File: src/rtl/sram_arbiter_pkg.sv
// Shared types for the SRAM arbiter: FSM states, requester ownership, counter width.
package sram_arbiter_pkg;

  typedef enum logic [2:0] {
    ST_IDLE = 3'd0,
    ST_RD   = 3'd1,
    ST_WS   = 3'd2,
    ST_WP   = 3'd3,
    ST_WH   = 3'd4,
    ST_DONE = 3'd5
  } state_t;

  typedef enum logic {
    OWNER_CPU = 1'b0,
    OWNER_VPU = 1'b1
  } owner_t;

  localparam int CNT_W = 8;

  // Chip enable and the lane strobe are asserted in every state that touches the SRAM.
  function automatic logic strobe_active(input state_t s);
    return (s == ST_RD) || (s == ST_WS) || (s == ST_WP) || (s == ST_WH);
  endfunction

endpackage

File: src/rtl/sram_arbiter_byte_lane.sv
// Byte-lane steering between an 8-bit requester and the 16-bit SRAM bus.
// Purely combinational; the arbiter registers everything it drives off-chip.
module sram_arbiter_byte_lane (
  input  logic        i_sel_hi,
  input  logic [15:0] i_dq,
  input  logic [7:0]  i_wdata,
  output logic [7:0]  o_rdata,
  output logic        o_ub_n,
  output logic        o_lb_n,
  output logic [15:0] o_dq
);

  assign o_rdata = i_sel_hi ? i_dq[15:8] : i_dq[7:0];
  assign o_ub_n  = ~i_sel_hi;
  assign o_lb_n  = i_sel_hi;
  assign o_dq    = {i_wdata, i_wdata};

endmodule

File: src/rtl/sram_arbiter.sv
// Arbitrates the shared 16-bit async SRAM between the CPU byte port and the VPU fetch port,
// producing registered strobes and byte-lane steering.
//
// state | meaning
// IDLE  | sample requests, latch owner/addr/wdata, pick the next access
// RD    | ce_n/oe_n/lane low for RD_CYCLES; read byte captured at the last edge
// WS    | write setup: ce_n/lane low, data driven, we_n high
// WP    | write pulse: we_n low for WR_CYCLES
// WH    | write hold: we_n high, data still driven
// DONE  | all strobes released; vid_ack pulse or CPU hold release
module sram_arbiter
  import sram_arbiter_pkg::*;
#(
  parameter int ADDR_W    = 21,
  parameter int RD_CYCLES = 2,
  parameter int WR_CYCLES = 2,
  parameter bit VPU_PRIO  = 1'b1
) (
  input  logic              i_clk,
  input  logic              i_rst,
  input  logic              i_cpu_req,
  input  logic              i_cpu_rw,
  input  logic [ADDR_W-1:0] i_cpu_addr,
  input  logic [7:0]        i_cpu_wdata,
  output logic [7:0]        o_cpu_rdata,
  output logic              o_cpu_hold,
  input  logic              i_vid_req,
  input  logic [ADDR_W-1:0] i_vid_addr,
  output logic [7:0]        o_vid_rdata,
  output logic              o_vid_ack,
  output logic [ADDR_W-2:0] o_sram_addr,
  output logic [15:0]       o_sram_dq_o,
  output logic              o_sram_dq_oe,
  input  logic [15:0]       i_sram_dq_i,
  output logic              o_sram_ce_n,
  output logic              o_sram_oe_n,
  output logic              o_sram_we_n,
  output logic              o_sram_ub_n,
  output logic              o_sram_lb_n
);

  localparam logic [CNT_W-1:0] RD_LOAD = CNT_W'(RD_CYCLES - 1);
  localparam logic [CNT_W-1:0] WR_LOAD = CNT_W'(WR_CYCLES - 1);

  state_t             r_state, w_state_nxt;
  owner_t             r_owner, w_owner_nxt;
  logic [CNT_W-1:0]   r_cnt, w_cnt_nxt;
  logic [ADDR_W-1:0]  r_addr, w_addr_nxt;
  logic [7:0]         r_wdata, w_wdata_nxt;
  logic               r_last_vpu, w_grant, w_cap;
  logic               w_cpu_win, w_vid_win, w_active_nxt;
  logic [7:0]         r_cpu_rdata, r_vid_rdata, w_lane_rdata;
  logic               r_vid_ack;
  logic               r_ce_n, r_oe_n, r_we_n, r_ub_n, r_lb_n, r_dq_oe;
  logic [15:0]        r_dq_o, w_dq_o;
  logic               w_ub_n, w_lb_n;

  // A VPU grant last time hands the next contested slot to the CPU.
  assign w_cpu_win = i_cpu_req && (!i_vid_req || !VPU_PRIO || r_last_vpu);
  assign w_vid_win = i_vid_req && !w_cpu_win;

  always_comb begin
    w_state_nxt = r_state;
    w_owner_nxt = r_owner;
    w_cnt_nxt   = r_cnt;
    w_addr_nxt  = r_addr;
    w_wdata_nxt = r_wdata;
    w_grant     = 1'b0;
    w_cap       = 1'b0;
    case (r_state)
      ST_IDLE: begin
        if (w_cpu_win) begin
          w_grant     = 1'b1;
          w_owner_nxt = OWNER_CPU;
          w_addr_nxt  = i_cpu_addr;
          w_wdata_nxt = i_cpu_wdata;
          w_state_nxt = i_cpu_rw ? ST_RD : ST_WS;
          w_cnt_nxt   = RD_LOAD;
        end else if (w_vid_win) begin
          w_grant     = 1'b1;
          w_owner_nxt = OWNER_VPU;
          w_addr_nxt  = i_vid_addr;
          w_state_nxt = ST_RD;
          w_cnt_nxt   = RD_LOAD;
        end
      end
      ST_RD: begin
        if (r_cnt == '0) begin
          w_state_nxt = ST_DONE;
          w_cap       = 1'b1;
        end else begin
          w_cnt_nxt = r_cnt - CNT_W'(1);
        end
      end
      ST_WS: begin
        w_state_nxt = ST_WP;
        w_cnt_nxt   = WR_LOAD;
      end
      ST_WP: begin
        if (r_cnt == '0) w_state_nxt = ST_WH;
        else             w_cnt_nxt   = r_cnt - CNT_W'(1);
      end
      ST_WH:   w_state_nxt = ST_DONE;
      ST_DONE: w_state_nxt = ST_IDLE;
      default: w_state_nxt = ST_IDLE;
    endcase
  end

  assign w_active_nxt = strobe_active(w_state_nxt);

  // Lane decode follows the next address so strobes land on the same edge as the state.
  sram_arbiter_byte_lane u_lane (
    .i_sel_hi (w_addr_nxt[0]),
    .i_dq     (i_sram_dq_i),
    .i_wdata  (w_wdata_nxt),
    .o_rdata  (w_lane_rdata),
    .o_ub_n   (w_ub_n),
    .o_lb_n   (w_lb_n),
    .o_dq     (w_dq_o)
  );

  always_ff @(posedge i_clk or posedge i_rst) begin
    if (i_rst) begin
      r_state     <= ST_IDLE;
      r_owner     <= OWNER_CPU;
      r_cnt       <= '0;
      r_addr      <= '0;
      r_wdata     <= '0;
      r_last_vpu  <= 1'b0;
      r_cpu_rdata <= '0;
      r_vid_rdata <= '0;
      r_vid_ack   <= 1'b0;
      r_ce_n      <= 1'b1;
      r_oe_n      <= 1'b1;
      r_we_n      <= 1'b1;
      r_ub_n      <= 1'b1;
      r_lb_n      <= 1'b1;
      r_dq_oe     <= 1'b0;
      r_dq_o      <= '0;
    end else begin
      r_state <= w_state_nxt;
      r_owner <= w_owner_nxt;
      r_cnt   <= w_cnt_nxt;
      r_addr  <= w_addr_nxt;
      r_wdata <= w_wdata_nxt;
      if (w_grant) r_last_vpu <= (w_owner_nxt == OWNER_VPU);
      if (w_cap) begin
        if (r_owner == OWNER_CPU) r_cpu_rdata <= w_lane_rdata;
        else                      r_vid_rdata <= w_lane_rdata;
      end
      r_vid_ack <= (w_state_nxt == ST_DONE) && (w_owner_nxt == OWNER_VPU);
      r_ce_n    <= ~w_active_nxt;
      r_oe_n    <= ~(w_state_nxt == ST_RD);
      r_we_n    <= ~(w_state_nxt == ST_WP);
      r_ub_n    <= w_active_nxt ? w_ub_n : 1'b1;
      r_lb_n    <= w_active_nxt ? w_lb_n : 1'b1;
      r_dq_oe   <= (w_state_nxt == ST_WS) || (w_state_nxt == ST_WP) || (w_state_nxt == ST_WH);
      r_dq_o    <= w_dq_o;
    end
  end

  assign o_cpu_hold   = i_cpu_req && !((r_state == ST_DONE) && (r_owner == OWNER_CPU)) && !i_rst;
  assign o_cpu_rdata  = r_cpu_rdata;
  assign o_vid_rdata  = r_vid_rdata;
  assign o_vid_ack    = r_vid_ack;
  assign o_sram_addr  = r_addr[ADDR_W-1:1];
  assign o_sram_dq_o  = r_dq_o;
  assign o_sram_dq_oe = r_dq_oe;
  assign o_sram_ce_n  = r_ce_n;
  assign o_sram_oe_n  = r_oe_n;
  assign o_sram_we_n  = r_we_n;
  assign o_sram_ub_n  = r_ub_n;
  assign o_sram_lb_n  = r_lb_n;

endmodule

File: config.mk
export PLATFORM = sky130hd
export DESIGN_NAME = sram_arbiter
export DESIGN_NICKNAME = d
export VERILOG_FILES = /design/src/rtl/sram_arbiter_pkg.sv /design/src/rtl/sram_arbiter_byte_lane.sv /design/src/rtl/sram_arbiter.sv
export SDC_FILE = /design/constraint.sdc
export NUM_CORES = 1
export LEC_CHECK = 0
export BUFFER_PORTS_ARGS = -buffer_cell sky130_fd_sc_hd__buf_2
export CAP_MARGIN = 20
export CORE_MARGIN = 2
export CORE_UTILIZATION = 45
export CTS_CLUSTER_DIAMETER = 120
export DETAILED_ROUTE_END_ITERATION = 7
export PLACE_DENSITY = 0.81
export SLEW_MARGIN = 20
export SYNTH_ARGS = -nofsm -noshare
export SYNTH_HDL_FRONTEND = slang
export SYNTH_SLANG_ARGS = --single-unit
File: constraint.sdc
create_clock -name i_clk -period 2.3 [get_ports i_clk]
set_input_delay 0.115 -clock i_clk [delete_from_list [all_inputs] [get_ports i_clk]]
set_output_delay 0.115 -clock i_clk [all_outputs]
set_load 0.05 [all_outputs]
==> results.ini, run 1 <==
[power_and_ir_drop]
p_clk_share_pct = 14.9
switchingPower_uw = 3230
irDropWorstVdd_v = 0.00119
power.total_uw = 6390
internal_power_uw = 3160
swShare_pct = 50.6
p_leak_uw = 0.00203
pwr-share-seq_pct = 31.8
pwr-share-comb_pct = 53.3
powerDensity_nw_per_um2 = 1590

[sta]
fin_setup_tns_ps = 0
worst_pin_slew_ps = 795
fmax_mhz = 482
fin_crit_ps = 2080
fin_skew_ps = 11.8
finalCritPeriodShare_pct = 90.2
max_slew_margin_pct = 47.0
grt_setup_unrepaired = no
setup_viol = 0
slew_viol_final = 0
hold_viol_final = 0

[synth]
synth_top_area_share_pct = 46.7
seq_area_frac_synth_pct = 50.8
yosysTopAreaCell = dfrtp_1
async_flop_share_pct = 100
yosysUniqueCellTypes = 41
syn_avg_cell_area_um2 = 10.1
ys.flop_type = dfrtp_1
synth_area_leaders = dfrtp_1 (47%), mux2_2 (11%), a21oi_1 (6.7%)
synth_seq_cells = 65
synth_warnings = 0
synth_most_common_cell = dfrtp_1
syn_area_um2 = 3210
synthCells = 317
netlist_top_cells_count = dfrtp_1 (60), nor2_1 (50), a21oi_1 (43), mux2_2 (31), buf_4 (28)
synth_nets = 390
synth-edff-count = 0

[worst_setup_path]
start_kind = register
cpMaxStageDelayCell = dfrtp_1
cp_top_family = simple AND/OR/NAND/NOR gates
path_class = reg2reg
cp.arrival_ps = 2300
worstPathMaxFanout = 8
crit_buf_inv = 1
critPathRequiredTime_ps = 2520
cpPeakStageDelay_ps = 410
cp_cell_sequence = inv_1 -> ha_1 -> nor3b_1 -> nand3_1 -> nor2_1 -> nand3_2 -> mux2_2
endpoint_kind = register

[floorplanning]
die_w_um = 88.5
dieArea_um2 = 7830
fp.dieH_um = 88.5
num_rows = 30
initial_core_util_pct = 46.8
ios = 131
coreArea_um2 = 6870

[flow_run]
cap_violations = 0

[grt]
grt-ovfl-total = 0
grt_pass1_vias = 2430
grt.total_usage_pct = 17.9
antenna_found_initial = 1
grt_max_degree = 66
grt_pass1_wl_um = 10900

[hold_path]
holdCritPathClass = in2reg

[clocking]
cts_buffers = 9
cts_max_path_buffers = 2
cts_tree = done
clock_latency_ps = 340
post_cts_buffers = 0
h-tree-depth = 3
clkSinkCount = 65
clock-root-buffer = clkbuf_8
path_clk_slew_ps = 70

[placed_design]
dpl.hpwl_um = 4870
place_inst = 504
routabilityCongestion = 0.837
port_buffers = 130

[final_layout]
syn2layout_area_growth_pct = 25.0
nets = 499
num_antenna_cells = 0
fin_cells = 527
final_util_pct = 58.5
drive_gt1_share_pct = 45.2

[route]
ant_nets = 0
wl_per_cell_um = 12.9
drtIter0Drc = 104
drc = 0
vias_per_cell = 4.84
num_vias = 2553
detail_route.first_pass.iterations = 4
drt-total-wl_um = 6810

[status]
status = finished clean

==> cells in the final DEF, fill, tap and decap left out, types with 2 or more instances in the layout <==
cell	synthesis	layout
nor2_1	50	50
buf_4	28	6
nand3b_1	2	2
ha_1	2	2
dlygate4sd3_1	0	7
buf_2	5	130
clkinv_2	0	2
a21oi_1	43	43
dfrtp_1	60	60
clkbuf_8	0	10
dfstp_2	5	5
nand4b_1	2	2
nand3_1	6	6
xor2_1	6	6
mux2_2	31	31
o21a_1	2	2
clkinvlp_4	0	2
nor3_1	2	2
nand2_1	26	25
nor4_1	2	2
inv_1	8	7
o21ai_0	3	3
==> power groups by stage <==
stage / registers [µW] / clock network (µW) / logic, µW
after global placement: 2030 / 0 / 3360
after CTS: 2030 / 975 / 3430
after global routing: 2110 / 1020 / 3640
after detailed placement: 2040 / 0 / 3420
final: 2030 / 949 / 3410
after floorplan: 2860 / 0 / 2160
==> stage by stage <==
step,setup WS [ps],cell area [µm²],hold slack [ps]
2_1_floorplan,28.2,3210,218
3_3_place_gp,297,3750,340
3_5_place_dp,208,3750,353
4_1_cts,205,4010,0.262
5_1_grt,26.1,4020,14.0
6_report,224,4020,16.4
==> worst paths after layout <==
kind,from,endpoint,slack (ps),depth (start not counted)
worst max-delay path,r_cnt[0],o_vid_rdata[0],220,7
worst min-delay path,i_cpu_wdata[3],o_sram_dq_o[11],20,2
max in group asynchronous,i_rst,r_cnt[0],1740,3
worst min register to register,r_last_vpu,r_last_vpu,500,1
min in group asynchronous,i_rst,r_addr[13],40,3
worst max register to register,r_cnt[0],o_vid_rdata[0],220,7
==> registers in the layout, summed over array words and instances (netlist names) <==
name and flops:
o_vid_ack 1, o_sram_oe_n 1, o_sram_ce_n 1, o_sram_lb_n 1
o_sram_dq_o 8, o_sram_ub_n 1, r_addr 21, r_last_vpu 1
r_state 3, r_owner 1, r_cnt 8, o_cpu_rdata 8
o_sram_we_n 1, o_sram_dq_oe 1, o_vid_rdata 8
==> cells by family after synthesis <==
kind of cell    synth area share (%)
buf+inv                         9.66
simple gates                    14.3
mux                             11.5
flops                           50.8
fa+ha+maj                      0.779
compound gates                  11.3
xor+xnor                        1.64
==> cell type report <==
class,instances,area [µm²]
fillers,599,2850
flip-flops and latches,65,1630
multi-input cells,199,1270
repair buffers,143,766
clock buffers,11,141
well taps,96,120
clock inverters,5,55.1
inverters,8,30.0
==> routing by layer <==
| layer | vias up | global-route usage (%) | part of all wire [%] |
|---|---|---|---|
| met2 | 87 | 29.8 | 48 |
| met4 | 2 | 7.85 | 1.8 |
| li1 | 1263 | - | - |
| met5 | - | 0 | 0.18 |
| met1 | 1188 | 21.2 | 42 |
| met3 | 13 | 6.16 | 7.7 |
==> what timing repair did <==
action,in CTS,in global routing
setup endpoints to repair,0,2
hold buffers,7,0
hold endpoints to repair,7,0
gates resized for setup,0,1
Note: power is estimated with default switching activity, not from simulation.
==> inputs of run 2 (changes only) <==
BUFFER_PORTS_ARGS = unset   (was -buffer_cell sky130_fd_sc_hd__buf_2)
DONT_BUFFER_PORTS = 1   (was unset)
PLACE_DENSITY = 0.66   (was 0.81)
==> run 2 against run 1 <==
- flip-flop and latch count did not move
- wire length decreased by 5.3%
- maximum frequency increased by 0.62%
- clock power rose by 13%
- non-clock buffer count down 106
- power fell by 5.5%
- cell area fell by 9.6%
- utilization down 5.6 points
- clock skew is 4.3 ps lower
- combinational power decreased by 66%
- worst setup slack better by 13 ps
- critical path type unchanged
- critical endpoint is now o_cpu_rdata[5]
- largest cell class unchanged
==> results.ini, run 2 (same netlist as run 1, synthesis figures left out) <==
[status]
status = finished clean

[placed_design]
routabilityCongestion = 0.755
dpl.hpwl_um = 4280
port_buffers = 0
place_area_um2 = 3090

[final_layout]
largest-register = r_addr
largest_register_ff_count = 21
drive_gt1_share_pct = 19.4
syn2layout_area_growth_pct = 13.1
nets = 393
final_common_cell = dfrtp_1
fin_area_um2 = 3630
final_cell_mix = dfrtp_1 (60), nor2_1 (50), a21oi_1 (43), dlygate4sd3_1 (32), mux2_2 (31)
final_util_pct = 52.9

[power_and_ir_drop]
p_leak_uw = 0.00160
internal_power_uw = 2920
powerDensity_nw_per_um2 = 1660
switchingPower_uw = 3120
pwr-share-comb_pct = 19.5
p_clk_share_pct = 17.7
pwr-share-seq_pct = 62.9
irDropWorstVdd_v = 0.000932
swShare_pct = 51.6

[clocking]
clkSinkCount = 65
h-tree-depth = 3
cts_tree = done
path_clk_slew_ps = 70
cts_buffers = 9
cts_max_path_buffers = 2
clock_latency_ps = 330
clock-root-buffer = clkbuf_8
cts_resized = 0

[sta]
hold_viol_final = 0
fmax_mhz = 485
setup_viol = 0
holdWs_ps = 64.4
finalCritPeriodShare_pct = 89.7
grt_setup_unrepaired = no
slew_viol_final = 0
fin_skew_ps = 7.50
worst_pin_slew_ps = 905
fin_setup_tns_ps = 0
max_slew_margin_pct = 39.6
fin_crit_ps = 2060

[grt]
grt.total_usage_pct = 17.0
antenna_found_initial = 1
grt_pass1_wl_um = 10100
grt_max_degree = 66
grt-ovfl-total = 0
grt_pass1_vias = 2078

[worst_setup_path]
critPathRequiredTime_ps = 2520
start_kind = register
cpMaxStageDelayCell = dfrtp_1
endpoint_kind = register
cpPeakStageDelay_ps = 540
cp_cell_sequence = nor3_4 -> nand3b_1 -> o211ai_4 -> mux2_2 -> mux2_2
cp.arrival_ps = 2280
cp_common_cell = mux2_2
worstPathMaxFanout = 12
path_class = reg2reg

[route]
ant_nets = 0
detail_route.first_pass.iterations = 4
drt-total-wl_um = 6450
vias_per_cell = 5.14
drtIter0Drc = 100
num_vias = 2169
drc = 0
wl_per_cell_um = 15.3

[floorplanning]
ios = 131
die_w_um = 88.5
dieArea_um2 = 7830
initial_core_util_pct = 46.8
fp.dieH_um = 88.5
coreArea_um2 = 6870
num_rows = 30

[flow_run]
cap_violations = 0

[hold_path]
holdCritPathClass = in2reg

==> run 2: path summary, 6_finish.rpt <==
check | from | end | slack, ps | depth (start not counted)
max | r_state[0] | o_cpu_rdata[5] | 240 | 5
min | i_vid_req | r_addr[12] | 60 | 4
max reg2reg | r_state[0] | o_cpu_rdata[5] | 240 | 5
min reg2reg | r_cnt[7] | r_cnt[7] | 550 | 2
max in group asynchronous | i_rst | r_cnt[7] | 1260 | 3
min in group asynchronous | i_rst | r_addr[16] | 530 | 3
==> run 2: routing by layer <==
layer	track usage, %	vias to the layer above	wire [µm]
li1	-	1049	-
met1	21.7	1023	2600
met2	25.8	87	3130
met3	7.18	10	616
met4	6.75	0	104
met5	0	-	0
==> run 2: what timing repair did <==
item / CTS / global route
endpoints found under the hold margin: 91 / 0
buffers inserted: 0 / 0
hold buffers: 32 / 0
==> run 2: critical path, delay by kind of cell (launching register included) <==
kind             cells  cell delay (ps)
AO/OA/AOI/OAI        1              200
AND/OR/NAND/NOR      2              540
flip-flops           1              540
multiplexers         2              670
==> run 2: layout make-up <==
| cell class | count | area (µm²) |
|---|---|---|
| Timing Repair Buffer | 37 | 358 |
| Tap cell | 96 | 120 |
| Clock buffer | 11 | 141 |
| Fill cell | 613 | 3240 |
| Inverter | 8 | 30.0 |
| Antenna cell | 1 | 2.50 |
| Sequential cell | 65 | 1630 |
| Multi-Input combinational cell | 199 | 1270 |
| Clock inverter | 5 | 78.8 |
==> run 2: metrics by stage <==
step | setup slack (ps) | cells | total power [µW]
6_report | 237 | 422 | 6040
5_1_grt | 81.6 | 422 | 6380
4_1_cts | 235 | 421 | 6100
3_5_place_dp | 247 | 373 | 4970
3_3_place_gp | 269 | 373 | 4910
2_1_floorplan | 28.2 | 317 | 5020
==> run 2: power groups by stage <==
stage / clock network, µW / logic, µW / registers, µW
floorplan: 0 / 2160 / 2860
global placement: 0 / 1090 / 3820
detailed placement: 0 / 1140 / 3830
CTS: 1100 / 1190 / 3810
global route: 1140 / 1360 / 3880
finish: 1070 / 1170 / 3800
